<file path="config.mk">
export PLATFORM = sky130hd
export DESIGN_NAME = dma64_responder
export DESIGN_NICKNAME = d
export VERILOG_FILES = /design/src/rtl/dma64_pkg.sv /design/src/rtl/dma_skid_fifo.sv /design/src/rtl/dma64_responder.sv
export SDC_FILE = /design/constraint.sdc
export NUM_CORES = 1
export LEC_CHECK = 0
export ABC_CLOCK_PERIOD_IN_PS = 7000
export BUFFER_PORTS_ARGS = -buffer_cell sky130_fd_sc_hd__buf_4
export CAP_MARGIN = 40
export CORE_AREA = 2 2 164 166
export DETAILED_ROUTE_END_ITERATION = 10
export DIE_AREA = 0 0 166 168
export PLACE_DENSITY = 0.63
export SETUP_SLACK_MARGIN = 0.4
export SKIP_CTS_REPAIR_TIMING = 1
export SYNTH_ARGS = -nofsm -noshare
export SYNTH_HDL_FRONTEND = slang
export SYNTH_HIERARCHICAL = 1
export SYNTH_SLANG_ARGS = --single-unit
</file>
<file path="constraint.sdc">
create_clock -name clk -period 7 [get_ports clk]
set_clock_uncertainty 0.1 [all_clocks]
set_input_delay 1.4 -clock clk [delete_from_list [all_inputs] [get_ports clk]]
set_output_delay 1.4 -clock clk [all_outputs]
set_load 0.005 [all_outputs]
</file>
<file path="src/rtl/dma64_pkg.sv">
`default_nettype none
// ============================================================================
// Module      : dma64_pkg
// Description : Shared constants and state encoding for the 64-bit DMA
//               responder and its read-path FIFO.
// Revision    : 1.0 - initial release
// ============================================================================
package dma64_pkg;

  localparam int         DMA_DATA_W    = 64;
  localparam logic [2:0] DMA_SIZE_WORD = 3'b010;

  localparam logic [1:0] ST_IDLE = 2'd0;
  localparam logic [1:0] ST_RD   = 2'd1;
  localparam logic [1:0] ST_WR   = 2'd2;
  localparam logic [1:0] ST_DONE = 2'd3;

  typedef enum logic [1:0] {
    S_IDLE = ST_IDLE,
    S_RD   = ST_RD,
    S_WR   = ST_WR,
    S_DONE = ST_DONE
  } dma_state_e;

endpackage
`default_nettype wire

</file>
<file path="src/rtl/dma_skid_fifo.sv">
`default_nettype none
// ============================================================================
// Module      : dma_skid_fifo
// Description : Two-entry show-ahead FIFO. The head is presented whenever the
//               FIFO is non-empty; push and pop in the same cycle on a full
//               FIFO is accepted.
// Revision    : 1.0 - initial release
// ============================================================================
module dma_skid_fifo
  import dma64_pkg::*;
#(
  parameter int DATA_W = DMA_DATA_W
) (
  input  logic              clk,
  input  logic              rst,
  input  logic              i_push,
  input  logic [DATA_W-1:0] i_push_data,
  input  logic              i_pop,
  output logic [DATA_W-1:0] o_head,
  output logic [1:0]        o_count,
  output logic              o_empty,
  output logic              o_full
);

  logic [DATA_W-1:0] r_mem [2];
  logic              r_wr_ptr;
  logic              r_rd_ptr;
  logic [1:0]        r_count;

  logic              w_push_ok;
  logic              w_pop_ok;

  assign o_empty   = (r_count == 2'd0);
  assign o_full    = (r_count == 2'd2);
  assign o_count   = r_count;
  assign w_pop_ok  = i_pop && !o_empty;
  // A pop in the same cycle frees the slot the push needs.
  assign w_push_ok = i_push && (!o_full || w_pop_ok);
  // Drive zero when empty so stale entries never leak onto the channel.
  assign o_head    = o_empty ? '0 : r_mem[r_rd_ptr];

  // Storage: no reset needed, the occupancy count guards every read.
  always_ff @(posedge clk) begin
    if (w_push_ok) begin
      r_mem[r_wr_ptr] <= i_push_data;
    end
  end

  // Pointer and occupancy bookkeeping.
  always_ff @(posedge clk) begin
    if (rst) begin
      r_wr_ptr <= 1'b0;
      r_rd_ptr <= 1'b0;
      r_count  <= 2'd0;
    end else begin
      if (w_push_ok) begin
        r_wr_ptr <= ~r_wr_ptr;
      end
      if (w_pop_ok) begin
        r_rd_ptr <= ~r_rd_ptr;
      end
      case ({w_push_ok, w_pop_ok})
        2'b10:   r_count <= r_count + 2'd1;
        2'b01:   r_count <= r_count - 2'd1;
        default: r_count <= r_count;
      endcase
    end
  end

endmodule
`default_nettype wire

</file>
<file path="src/rtl/dma64_responder.sv">
`default_nettype none
// ============================================================================
// Module      : dma64_responder
// Description : Target-side 64-bit DMA engine. Accepts read/write control
//               requests and streams beats between the chnl handshakes and a
//               single-port beat-addressed memory with one-cycle read latency.
// Revision    : 1.0 - initial release
// ============================================================================
module dma64_responder
  import dma64_pkg::*;
#(
  parameter int ADDR_W = 16,
  parameter int LEN_W  = 32
) (
  input  logic                  clk,
  input  logic                  rst,
  input  logic                  dma_read_ctrl_valid,
  output logic                  dma_read_ctrl_ready,
  input  logic [31:0]           dma_read_ctrl_data_index,
  input  logic [LEN_W-1:0]      dma_read_ctrl_data_length,
  input  logic [2:0]            dma_read_ctrl_data_size,
  output logic                  dma_read_chnl_valid,
  input  logic                  dma_read_chnl_ready,
  output logic [DMA_DATA_W-1:0] dma_read_chnl_data,
  input  logic                  dma_write_ctrl_valid,
  output logic                  dma_write_ctrl_ready,
  input  logic [31:0]           dma_write_ctrl_data_index,
  input  logic [LEN_W-1:0]      dma_write_ctrl_data_length,
  input  logic [2:0]            dma_write_ctrl_data_size,
  input  logic                  dma_write_chnl_valid,
  output logic                  dma_write_chnl_ready,
  input  logic [DMA_DATA_W-1:0] dma_write_chnl_data,
  output logic                  mem_en,
  output logic                  mem_we,
  output logic [ADDR_W-1:0]     mem_addr,
  output logic [DMA_DATA_W-1:0] mem_wdata,
  input  logic [DMA_DATA_W-1:0] mem_rdata,
  output logic                  busy,
  output logic                  xfer_done,
  output logic                  size_err
);

  dma_state_e            r_state;
  logic [ADDR_W-1:0]     r_addr;
  logic [LEN_W-1:0]      r_remaining;
  logic                  r_inflight;
  logic                  r_size_err;

  logic                  w_in_idle;
  logic                  w_in_rd;
  logic                  w_in_wr;
  logic                  w_rd_accept;
  logic                  w_wr_accept;
  logic                  w_rd_pop;
  logic [2:0]            w_rd_occ;
  logic                  w_rd_issue;
  logic                  w_wr_ready;
  logic                  w_wr_fire;
  logic [DMA_DATA_W-1:0] w_fifo_head;
  logic [1:0]            w_fifo_count;
  logic                  w_fifo_empty;
  logic                  w_fifo_full;
  logic                  w_unused;

  assign w_in_idle   = (r_state == S_IDLE);
  assign w_in_rd     = (r_state == S_RD);
  assign w_in_wr     = (r_state == S_WR);

  // Read request wins when both directions ask in the same cycle.
  assign w_rd_accept = w_in_idle && dma_read_ctrl_valid;
  assign w_wr_accept = w_in_idle && dma_write_ctrl_valid && !dma_read_ctrl_valid;

  assign w_rd_pop    = w_in_rd && !w_fifo_empty && dma_read_chnl_ready;

  // Slots already claimed (queued + returning), less the beat leaving now.
  // Counting the departing beat keeps one read per cycle in steady state.
  assign w_rd_occ    = {1'b0, w_fifo_count} + {2'b00, r_inflight} - {2'b00, w_rd_pop};
  assign w_rd_issue  = w_in_rd && (r_remaining != '0) && (w_rd_occ < 3'd2);

  assign w_wr_ready  = w_in_wr && (r_remaining != '0);
  assign w_wr_fire   = w_wr_ready && dma_write_chnl_valid;

  dma_skid_fifo #(
    .DATA_W      (DMA_DATA_W)
  ) u_rd_fifo (
    .clk         (clk),
    .rst         (rst),
    .i_push      (r_inflight),
    .i_push_data (mem_rdata),
    .i_pop       (w_rd_pop),
    .o_head      (w_fifo_head),
    .o_count     (w_fifo_count),
    .o_empty     (w_fifo_empty),
    .o_full      (w_fifo_full)
  );

  // Input-dependent outputs are forced low while reset is held.
  assign dma_read_ctrl_ready  = !rst && w_rd_accept;
  assign dma_write_ctrl_ready = !rst && w_wr_accept;
  assign dma_read_chnl_valid  = !rst && w_in_rd && !w_fifo_empty;
  assign dma_read_chnl_data   = w_fifo_head;
  assign dma_write_chnl_ready = !rst && w_wr_ready;
  assign mem_en               = !rst && (w_rd_issue || w_wr_fire);
  assign mem_we               = !rst && w_wr_fire;
  assign mem_addr             = r_addr;
  assign mem_wdata            = (!rst && w_wr_fire) ? dma_write_chnl_data : '0;
  assign busy                 = w_in_rd || w_in_wr;
  assign xfer_done            = (r_state == S_DONE);
  assign size_err             = r_size_err;

  // Index bits above the memory width are intentionally dropped (address wraps).
  assign w_unused = ^{dma_read_ctrl_data_index[31:ADDR_W],
                      dma_write_ctrl_data_index[31:ADDR_W], w_fifo_full};

  // Transfer sequencer: request capture, beat counting and completion.
  always_ff @(posedge clk) begin
    if (rst) begin
      r_state     <= S_IDLE;
      r_addr      <= '0;
      r_remaining <= '0;
      r_inflight  <= 1'b0;
      r_size_err  <= 1'b0;
    end else begin
      r_inflight <= w_rd_issue;
      case (r_state)
        S_IDLE: begin
          if (w_rd_accept) begin
            r_addr      <= dma_read_ctrl_data_index[ADDR_W-1:0];
            r_remaining <= dma_read_ctrl_data_length;
            if (dma_read_ctrl_data_size != DMA_SIZE_WORD) begin
              r_size_err <= 1'b1;
            end
            r_state <= (dma_read_ctrl_data_length == '0) ? S_DONE : S_RD;
          end else if (w_wr_accept) begin
            r_addr      <= dma_write_ctrl_data_index[ADDR_W-1:0];
            r_remaining <= dma_write_ctrl_data_length;
            if (dma_write_ctrl_data_size != DMA_SIZE_WORD) begin
              r_size_err <= 1'b1;
            end
            r_state <= (dma_write_ctrl_data_length == '0) ? S_DONE : S_WR;
          end
        end
        S_RD: begin
          if (w_rd_issue) begin
            r_addr      <= r_addr + ADDR_W'(1);
            r_remaining <= r_remaining - LEN_W'(1);
          end
          // Finish only once every issued beat has been handed over.
          if ((r_remaining == '0) && !r_inflight && w_fifo_empty) begin
            r_state <= S_DONE;
          end
        end
        S_WR: begin
          if (w_wr_fire) begin
            r_addr      <= r_addr + ADDR_W'(1);
            r_remaining <= r_remaining - LEN_W'(1);
            if (r_remaining == LEN_W'(1)) begin
              r_state <= S_DONE;
            end
          end
        end
        S_DONE: begin
          r_state <= S_IDLE;
        end
        default: begin
          r_state <= S_IDLE;
        end
      endcase
    end
  end

endmodule
`default_nettype wire

</file>
==> results of run 1 <==
## flip-flops by register name, indices dropped and copies added (netlist names), named ones only
signal and count:
u_rd_fifo/r_rd_ptr 1, u_rd_fifo/r_mem 128, r_state 2, u_rd_fifo/r_wr_ptr 1
r_inflight 1, u_rd_fifo/o_count 2, size_err 1, r_remaining 32
mem_addr 16
## power by group
group	internal, W	switching (W)
Sequential	0.00135	0.000190
Combinational	0.000812	0.00112
Clock	0.000505	0.000515
## path summary, 6_finish.rpt
path	end	slack [ns]
max	mem_en	2.14
min	r_remaining[31]	0.38
max reg2reg	r_remaining[22]	3.36
min reg2reg	r_remaining[31]	0.38
## layer usage
metal | track usage (%) | share of wire [%]
met1 | 28.0 | 40
met4 | 7.90 | 2.6
met3 | 5.36 | 6.7
met2 | 39.7 | 51
met5 | 0 | 0
## worst max-delay path: stages
cell and delay [ns]:
buf_4 0.11, and3b_1 0.20, ha_1 0.29, nand2b_1 0.15
fa_1 0.38, xnor2_1 0.20, nand3_1 0.10, nor3_1 0.17
or2_1 0.21, buf_4 0.14
## per-stage QoR
step | instances | power, W
2_1_floorplan | 957 | 0.00276
3_3_place_gp | 1624 | 0.00342
6_report | 1665 | 0.00449
5_1_grt | 1665 | 0.00477
4_1_cts | 1662 | 0.00450
3_5_place_dp | 1630 | 0.00347
## layout make-up
class                   count  share of cell area (%)
flip-flops and latches    185                    36.1
multi-input cells         682                    32.9
repair buffers            405                    22.7
well taps                 341                    3.09
clock buffers              17                    3.08
clock inverters            15                    1.55
inverters                  17                   0.462
diodes                      3                  0.0544
==> summary.md, run 1 <==
| Metric | Value |
|---|---|
| Status | completed |
| Setup violators final | 0 |
| Slew HR | 42.2% |
| FF-to-FF path depth | 12 |
| Finished Core Util | 52.4% |
| Crit path DAT | 3.36 ns |
| RD Place Congestion | 0.825 |
| Post-route cell area | 13,800 µm² |
| Maximum buffer depth of the clock tree | 2 |
| DP Area | 13,200 µm² |
| Worst setup margin | between 2 and 2.5 ns |
| Critical path capture point type | primary output |
| CTS tree | done |
| Post-route setup TNS | 0 ns |
| Post-Route WL | 32,900 µm |
| Clock latency on the worst-skew pair | 0.43 ns |
| Die width | 166 µm |
| Drt drc | 0 |
| Post-Syn Area | 9930 µm² |
| Synthesized Nets | around 1,200 |
| Largest net degree at the start of global routing | 67 |
| DR WL/cell | 19.7 µm |
| CTS buffer count | 17 |
| Crit share post-route | 69.5% |
| Vias in the first global route | 8,620 |
| Area growth syn-to-layout | 39.0% |
| Worst R2R Start | r_state[1] |
| CTS root buffer | clkbuf_16 |
| Initial antenna violation count | 4 |
| Fin Hold WS | roughly 0.38 ns |
| GRT Resource Usage Total | 22.9% |
| Critical path startpoint category | primary input |
| Pwr/cell area | 325 nW/µm² |
| DRT iter0 DRCs | approximately 600 |
| Std cell rows | 60 |
| Final min period | 4.86 ns |
| Synthesis Warnings | 6 |
| Measured slew at the worst slew-check pin | just under 0.9 ns |
| CP startpoint | dma_read_chnl_ready |
| Area of the multi-input gates | around 4500 µm² |
| Req. time, crit path | 5.50 ns |
| Top-Level Pins | 421 |
| First-pass GRT wire length | around 50,000 µm |
| Max Slew Vio Count | 0 |
| Max cap viols | 0 |
| Leakage Power | 5.44 nW |
| Hold-critical path depth | 2 |
| DP Wirelength | 23,700 µm |
| Crit-path max FO | 3 |
| Detailed Routing Iterations Pass 1 | 5 |
| Final Hold Fails | 0 |
| RSZ-0062 raised after global routing | no |
| # nets final | 1,587 |
| Critical path type | in2out |
| Worst vdd ir | 0.187 mV |
| Detail Route Antenna Nets | 0 |
| CTS clk-pin slew, worst paths | 0.09 ns |
| H-tree Lvls | 4 |
| Pre-CTS WS | roughly 2.1 ns |
| Most frequent cells in the layout | buf_4 (399), edfxtp_1 (128), nor2_1 (100), nand2_1 (90), mux2i_1 (79) |
| Fill count | 2,433 |
| Hold_sp | r_remaining[31] |
| Starting Density | 37.7% |
| Die area | ~28,000 µm² |
| Sequential cell area | roughly 5000 µm² |
| Hold Crit Class | reg2reg |
| IO buf count | slightly below 400 |
| Syn Inst Count | 957 |
| Most common cell after layout, fill and taps aside | buf_4 |
| Layout cells sized above 1 | 35.6% |
| Die height | 168 µm |
| Vias per cell | 5.39 |
| Fmax | a little over 0.2 GHz |
| Global route overflow | 0 |
| Core Footprint | about 26,000 µm² |
| CTS Sinks | 185 |
| Via count | between 8,000 and 9,000 |
| Synthesized area per cell | just over 10 µm² |
No activity file was read; power rests on OpenSTA's default activity.
==> run 2: changes to the inputs <==
- ABC_AREA: unset -> 1
- ABC_CLOCK_PERIOD_IN_PS: 7000 -> 4000
- CORE_AREA: 2 2 164 166 -> 2 2 161 163
- DIE_AREA: 0 0 166 168 -> 0 0 163 165
- PLACE_DENSITY: 0.63 -> 0.7
- clock period: 7 -> 4 ns (I/O delays scaled with it)
==> run 2 against run 1 <==
Sequential power rose by 80%. Total power rose by 92%. Cell area rose by 2.9%. Hold slack got worse by 0.0024 ns. First-iteration DRC count rose by 19%. Highest routed layer unchanged.
==> summary.md, run 2 <==
| Metric | Value |
|---|---|
| Global route overflow | 0 |
| Max cap viols | 0 |
| Via count | 10,100 |
| CTS buffer count | 17 |
| DP Area | between 10,000 and 15,000 µm² |
| Area growth syn-to-layout | 37.5% |
| Crit share post-route | 89.3% |
| Critical Path Most Common Cell | ha_4 |
| Measured slew at the worst slew-check pin | 0.919 ns |
| Syn Inst Count | roughly 1,400 |
| Crit-path slowest cell | fa_1 |
| Status | completed |
| Largest net degree at the start of global routing | 77 |
| CTS tree | done |
| # nets final | ~2,000 |
| Finished Core Util | a little under three fifths |
| Layout cells sized above 1 | roughly 30% |
| Crit-path max FO | 4 |
| Final min period | approximately 3.6 ns |
| Detailed Routing Iterations Pass 1 | 5 |
| DR WL/cell | 14.7 µm |
| GRT Resource Usage Total | 21.6% |
| Pwr/cell area | 608 nW/µm² |
| DP Wirelength | 22,900 µm |
| Clock latency on the worst-skew pair | 0.43 ns |
| Post-Syn Area | 10,300 µm² |
| Critical path type | reg2out |
| Synthesis Warnings | 6 |
| Fill count | between 2,000 and 2,500 |
| Fmax | 0.280 GHz |
| CTS Sinks | 185 |
| Drt drc | 0 |
| Core Footprint | around 25,000 µm² |
| Vias in the first global route | 9,163 |
| Worst Path Buf+Inv | 3 |
| Std cell rows | 58 |
| Leakage Power | around 6.7 nW |
| Initial antenna violation count | 0 |
| CTS root buffer | clkbuf_16 |
| Post-route cell area | 14,200 µm² |
| Top-Level Pins | 421 |
| Wl on met1 | ~13,000 µm |
| Setup violators final | 0 |
| Sequential cell area | 5000 µm² |
| Most frequent cells in the layout | buf_4 (410), nand2_1 (363), nor2_1 (302), inv_1 (157), edfxtp_1 (128) |
| RSZ-0062 raised after global routing | yes |
| Max FFs per register | 128 |
| Post-route setup TNS | 0 ns |
| Most common cell after layout, fill and taps aside | buf_4 |
| Crit path DAT | 2.67 ns |
| Starting Density | 41.3% |
| Slew HR | 38.6% |
| First-pass GRT wire length | 45,800 µm |
| Power Total | ~0.0086 W |
| Area of the multi-input gates | 4450 µm² |
| RD Place Congestion | just under 1 |
| Critical Path, Cell by Cell | inv_4 -> ha_4 -> nand2_4 -> nor2_4 -> ha_4 -> inv_2 -> nand2_2 -> fa_1 -> nand2_1 -> nor3b_2 -> o21ai_2 -> o21ai_1 -> buf_4 |
| CTS clk-pin slew, worst paths | around 0.080 ns |
| N_diodes | 0 |
| Max layer used | met4 |
| Detail Route Antenna Nets | 0 |
| CP top delay family | adder cells |
| Synthesized Nets | 1,651 |
| Post-Route WL | 30,700 µm |
| Die area | between 20,000 and 30,000 µm² |
| Die height | 165 µm |
| Largest Register | u_rd_fifo/r_mem |
| Req. time, crit path | 3.10 ns |
| Critical path capture point type | primary output |
| H-tree Lvls | 4 |
| Critical path startpoint category | flop |
| Max Slew Vio Count | 0 |
| Vias per cell | 4.85 |
| Fin Hold WS | 0.379 ns |
| Die width | 163 µm |
| Synthesized area per cell | 7.53 µm² |
| Hold Crit Class | reg2reg |
| Worst vdd ir | 0.472 mV |
| DRT iter0 DRCs | between 700 and 800 |
| IO buf count | 388 |
| Met3 wire len | 2450 µm |
| Final Hold Fails | 0 |
| Met2 wire length | about 14,000 µm |
| CP max stage delay | between 0.5 and 0.6 ns |
| Maximum buffer depth of the clock tree | 2 |
[run 2: cell count changes in the layout (fill, tap and decap cells not counted), sizes merged, moves of 54 or more]
cell	previous run	this run
nand2	90	369
a21oi	43	97
nor2	104	308
and2	65	0
mux2i	79	1
o21ai	19	92
inv	27	169
[run 2: metal layers]
layer  GRT usage, %  up-vias
met5              0        -
li1               -     5097
met2           34.7      404
met3           4.65       44
met1           29.1     4557
met4           7.44        0
[run 2: cell type report]
type	instances	share of cell area, %
Timing Repair Buffer	414	22.2
Clock inverter	15	1.16
Inverter	161	4.27
Sequential cell	185	35.2
Tap cell	330	2.91
Clock buffer	17	2.99
Multi-Input combinational cell	963	31.3
[run 2: per-stage QoR]
step / setup WS [ns] / cells
after detailed placement: 0.472 / 2047
after floorplan: 0.607 / 1372
final: 0.427 / 2085
after CTS: 0.115 / 2079
after global routing: 0.263 / 2085
after global placement: 0.458 / 2045
[run 2: power breakdown]
| part | total, W | internal [W] | switching, W |
|---|---|---|---|
| combinational | 0.00420 | 0.00158 | 0.00262 |
| clock | 0.00166 | 0.000842 | 0.000818 |
| sequential | 0.00277 | 0.00246 | 0.000317 |
[run 2: final timing paths]
check / slack, ns / cells past startpoint / startpoint / end
hold / removal: 0.38 / 2 / size_err / size_err
setup reg to reg: 0.94 / 17 / r_state[1] / r_remaining[15]
setup / recovery: 0.43 / 13 / r_state[1] / mem_en
hold reg to reg: 0.38 / 2 / size_err / size_err
[run 2: tightest hold or removal path, stage by stage (launching register included)]
cell and delay [ns]:
dfxtp_1 0.33, nor2_1 0.05, nor2_1 0.07
==> run 3: changes to the inputs <==
- GPL_TIMING_DRIVEN: unset -> 0
- RECOVER_POWER: unset -> 25
==> run 3 against run 2 <==
Hold slack gained 0.0074 ns. Total power grew 5.9%. Critical endpoint unchanged. Register-to-register slack lost 0.07 ns. Clock power grew 5%. Via count grew 3.2%. Die area is the same. Critical path type unchanged. Highest routed layer is now met5. Largest cell class unchanged.
==> summary.md, run 3 (same netlist as run 2, synthesis figures left out) <==
| Metric | Value |
|---|---|
| Maximum buffer depth of the clock tree | 2 |
| FF-to-FF path depth | 18 |
| N_diodes | 0 |
| DRT iter0 DRCs | 761 |
| Clock latency on the worst-skew pair | 0.43 ns |
| Fill count | 2,375 |
| Initial antenna violation count | 2 |
| Post-route cell area | 14,500 µm² |
| First-pass GRT wire length | 51,000 µm |
| Power Total | 0.00914 W |
| RD Place Congestion | 0.912 |
| IO buf count | between 300 and 400 |
| Global route overflow | 0 |
| CTS root buffer | clkbuf_16 |
| H-tree Lvls | 4 |
| Critical path startpoint category | flop |
| Most common cell after layout, fill and taps aside | nand2_1 |
| Die height | 165 µm |
| Core Footprint | 25,000 µm² |
| Final Hold Fails | 0 |
| Crit path DAT | 2.65 ns |
| Combinational share of power | 50.6% |
| Max cap viols | 0 |
| Largest net degree at the start of global routing | 40 |
| CP max stage delay | 0.54 ns |
| Max Slew Vio Count | 0 |
| GRT Resource Usage Total | between 20 and 25% |
| Crit share post-route | around nine tenths |
| Critical Path, Cell by Cell | inv_2 -> ha_4 -> nand2_4 -> nor2_4 -> ha_4 -> inv_2 -> nand2_2 -> fa_1 -> nand2_1 -> nor3b_2 -> o21ai_2 -> o21ai_1 -> buf_4 |
| CTS tree | done |
| Die width | 163 µm |
| Slew HR | a little under half |
| Internal power | 0.00505 W |
| Sequential share of power | approximately 30% |
| Critical path type | reg2out |
| CTS clk-pin slew, worst paths | 0.08 ns |
| Measured slew at the worst slew-check pin | 0.780 ns |
| Detailed Routing Iterations Pass 1 | 5 |
| Status | completed |
| Area of the multi-input gates | 4440 µm² |
| Worst R2R Start | r_state[1] |
| Crit-path slowest cell | fa_1 |
| Top-Level Pins | between 400 and 500 |
| Final min period | 3.55 ns |
| Critical path capture point type | primary output |
| Setup violators final | 0 |
| DR WL/cell | about 16 µm |
| Sw Ratio | 44.8% |
| CTS buffer count | 17 |
| Crit-path max FO | 5 |
| Worst vdd ir | 0.398 mV |
| Starting Density | roughly two fifths |
| # nets final | 2,067 |
| Drt drc | 0 |
| CP endpoint | mem_en |
| Largest Register | u_rd_fifo/r_mem |
| Vias in the first global route | 9,689 |
| Clock power frac | 19.0% |
| R2r setup slk | between 0.8 and 0.9 ns |
| Reg2reg end | r_remaining[8] |
| Pwr/cell area | 632 nW/µm² |
| Via count | roughly 10,000 |
| Area growth syn-to-layout | 39.9% |
| Most frequent cells in the layout | nand2_1 (364), buf_4 (338), nor2_1 (301), inv_1 (156), edfxtp_1 (128) |
| DP Area | 13,700 µm² |
| RSZ-0062 raised after global routing | yes |
| Layout cells sized above 1 | 29.5% |
| Post-Route WL | between 30,000 and 40,000 µm |
| Leakage Power | roughly 6.8 nW |
| Psw | 0.00410 W |
| Req. time, crit path | a little over 3 ns |
| Die area | 26,900 µm² |
| DP Wirelength | between 20,000 and 30,000 µm |
| Vias per cell | around 4.9 |
| Max FFs per register | 128 |
| Std cell rows | a little under 60 |
| Hold Crit Class | reg2reg |
| CP startpoint | r_state[1] |
| CTS Sinks | 185 |
| Fmax | 0.282 GHz |
| Detail Route Antenna Nets | 0 |
| Sequential cell area | 4990 µm² |
==> run 3: cell count changes in the layout (fill, tap and decap cells not counted), sizes merged <==
| cell | previous run | this run |
|---|---|---|
| clkinv | 6 | 7 |
| clkinvlp | 1 | 2 |
| buf | 414 | 375 |
| clkbuf | 17 | 102 |
| inv | 169 | 166 |
| bufinv | 0 | 1 |
==> run 3: worst min path at each step <==
stage | start | endpoint | cells after the start
2_1_floorplan | r_remaining[1] | r_remaining[1] | 2
3_3_place_gp | size_err | size_err | 2
3_5_place_dp | size_err | size_err | 2
4_1_cts | size_err | size_err | 2
5_1_grt | size_err | size_err | 2
6_report | size_err | size_err | 2
==> run 3: power by group through the flow <==
stage / registers [W] / logic [W] / clock network (W)
final: 0.00278 / 0.00463 / 0.00174
after floorplan: 0.00273 / 0.00289 / 0
after global routing: 0.00282 / 0.00517 / 0.00185
after global placement: 0.00280 / 0.00443 / 0
after CTS: 0.00276 / 0.00454 / 0.00177
after detailed placement: 0.00279 / 0.00452 / 0
==> run 3: cell type report <==
cell class,count,area share [%]
clock inverter,15,1.39
clock buffer,17,2.94
timing repair buffer,397,20.7
tap,330,2.86
buffer,63,2.62
multi-input combinational,963,30.7
inverter,161,4.18
sequential,185,34.6
==> run 3: worst max-delay path, delay by kind of cell (launching register included) <==
kind / cells / cell delay [ns]
and+or+nand+nor: 5 / 0.46
AOI/OAI and AO/OA: 2 / 0.24
buffers and inverters: 3 / 0.25
adders and majority gates: 3 / 0.92
DFF: 1 / 0.34
==> run 3: per-layer routing <==
layer | vias to the layer above | wire (µm) | global-route usage [%]
met5 | - | 27 | 0
met4 | 4 | 681 | 7.12
met1 | 4744 | 14300 | 32.2
li1 | 5198 | - | -
met2 | 428 | 16600 | 41.2
met3 | 49 | 2710 | 5.45
==> run 3: stage by stage <==
step           hold WS (ns)  cells  setup slack, ns  TNS [ns]  util [%]
2_1_floorplan         0.355   1372            0.607         0         -
3_5_place_dp          0.371   2093            0.376         0      54.9
4_1_cts               0.390   2125          -0.0972   -0.0972      57.4
6_report              0.387   2131            0.452         0      57.7
3_3_place_gp          0.366   2090           -0.408    -26.01      54.6
5_1_grt               0.426   2131            0.306         0      57.7
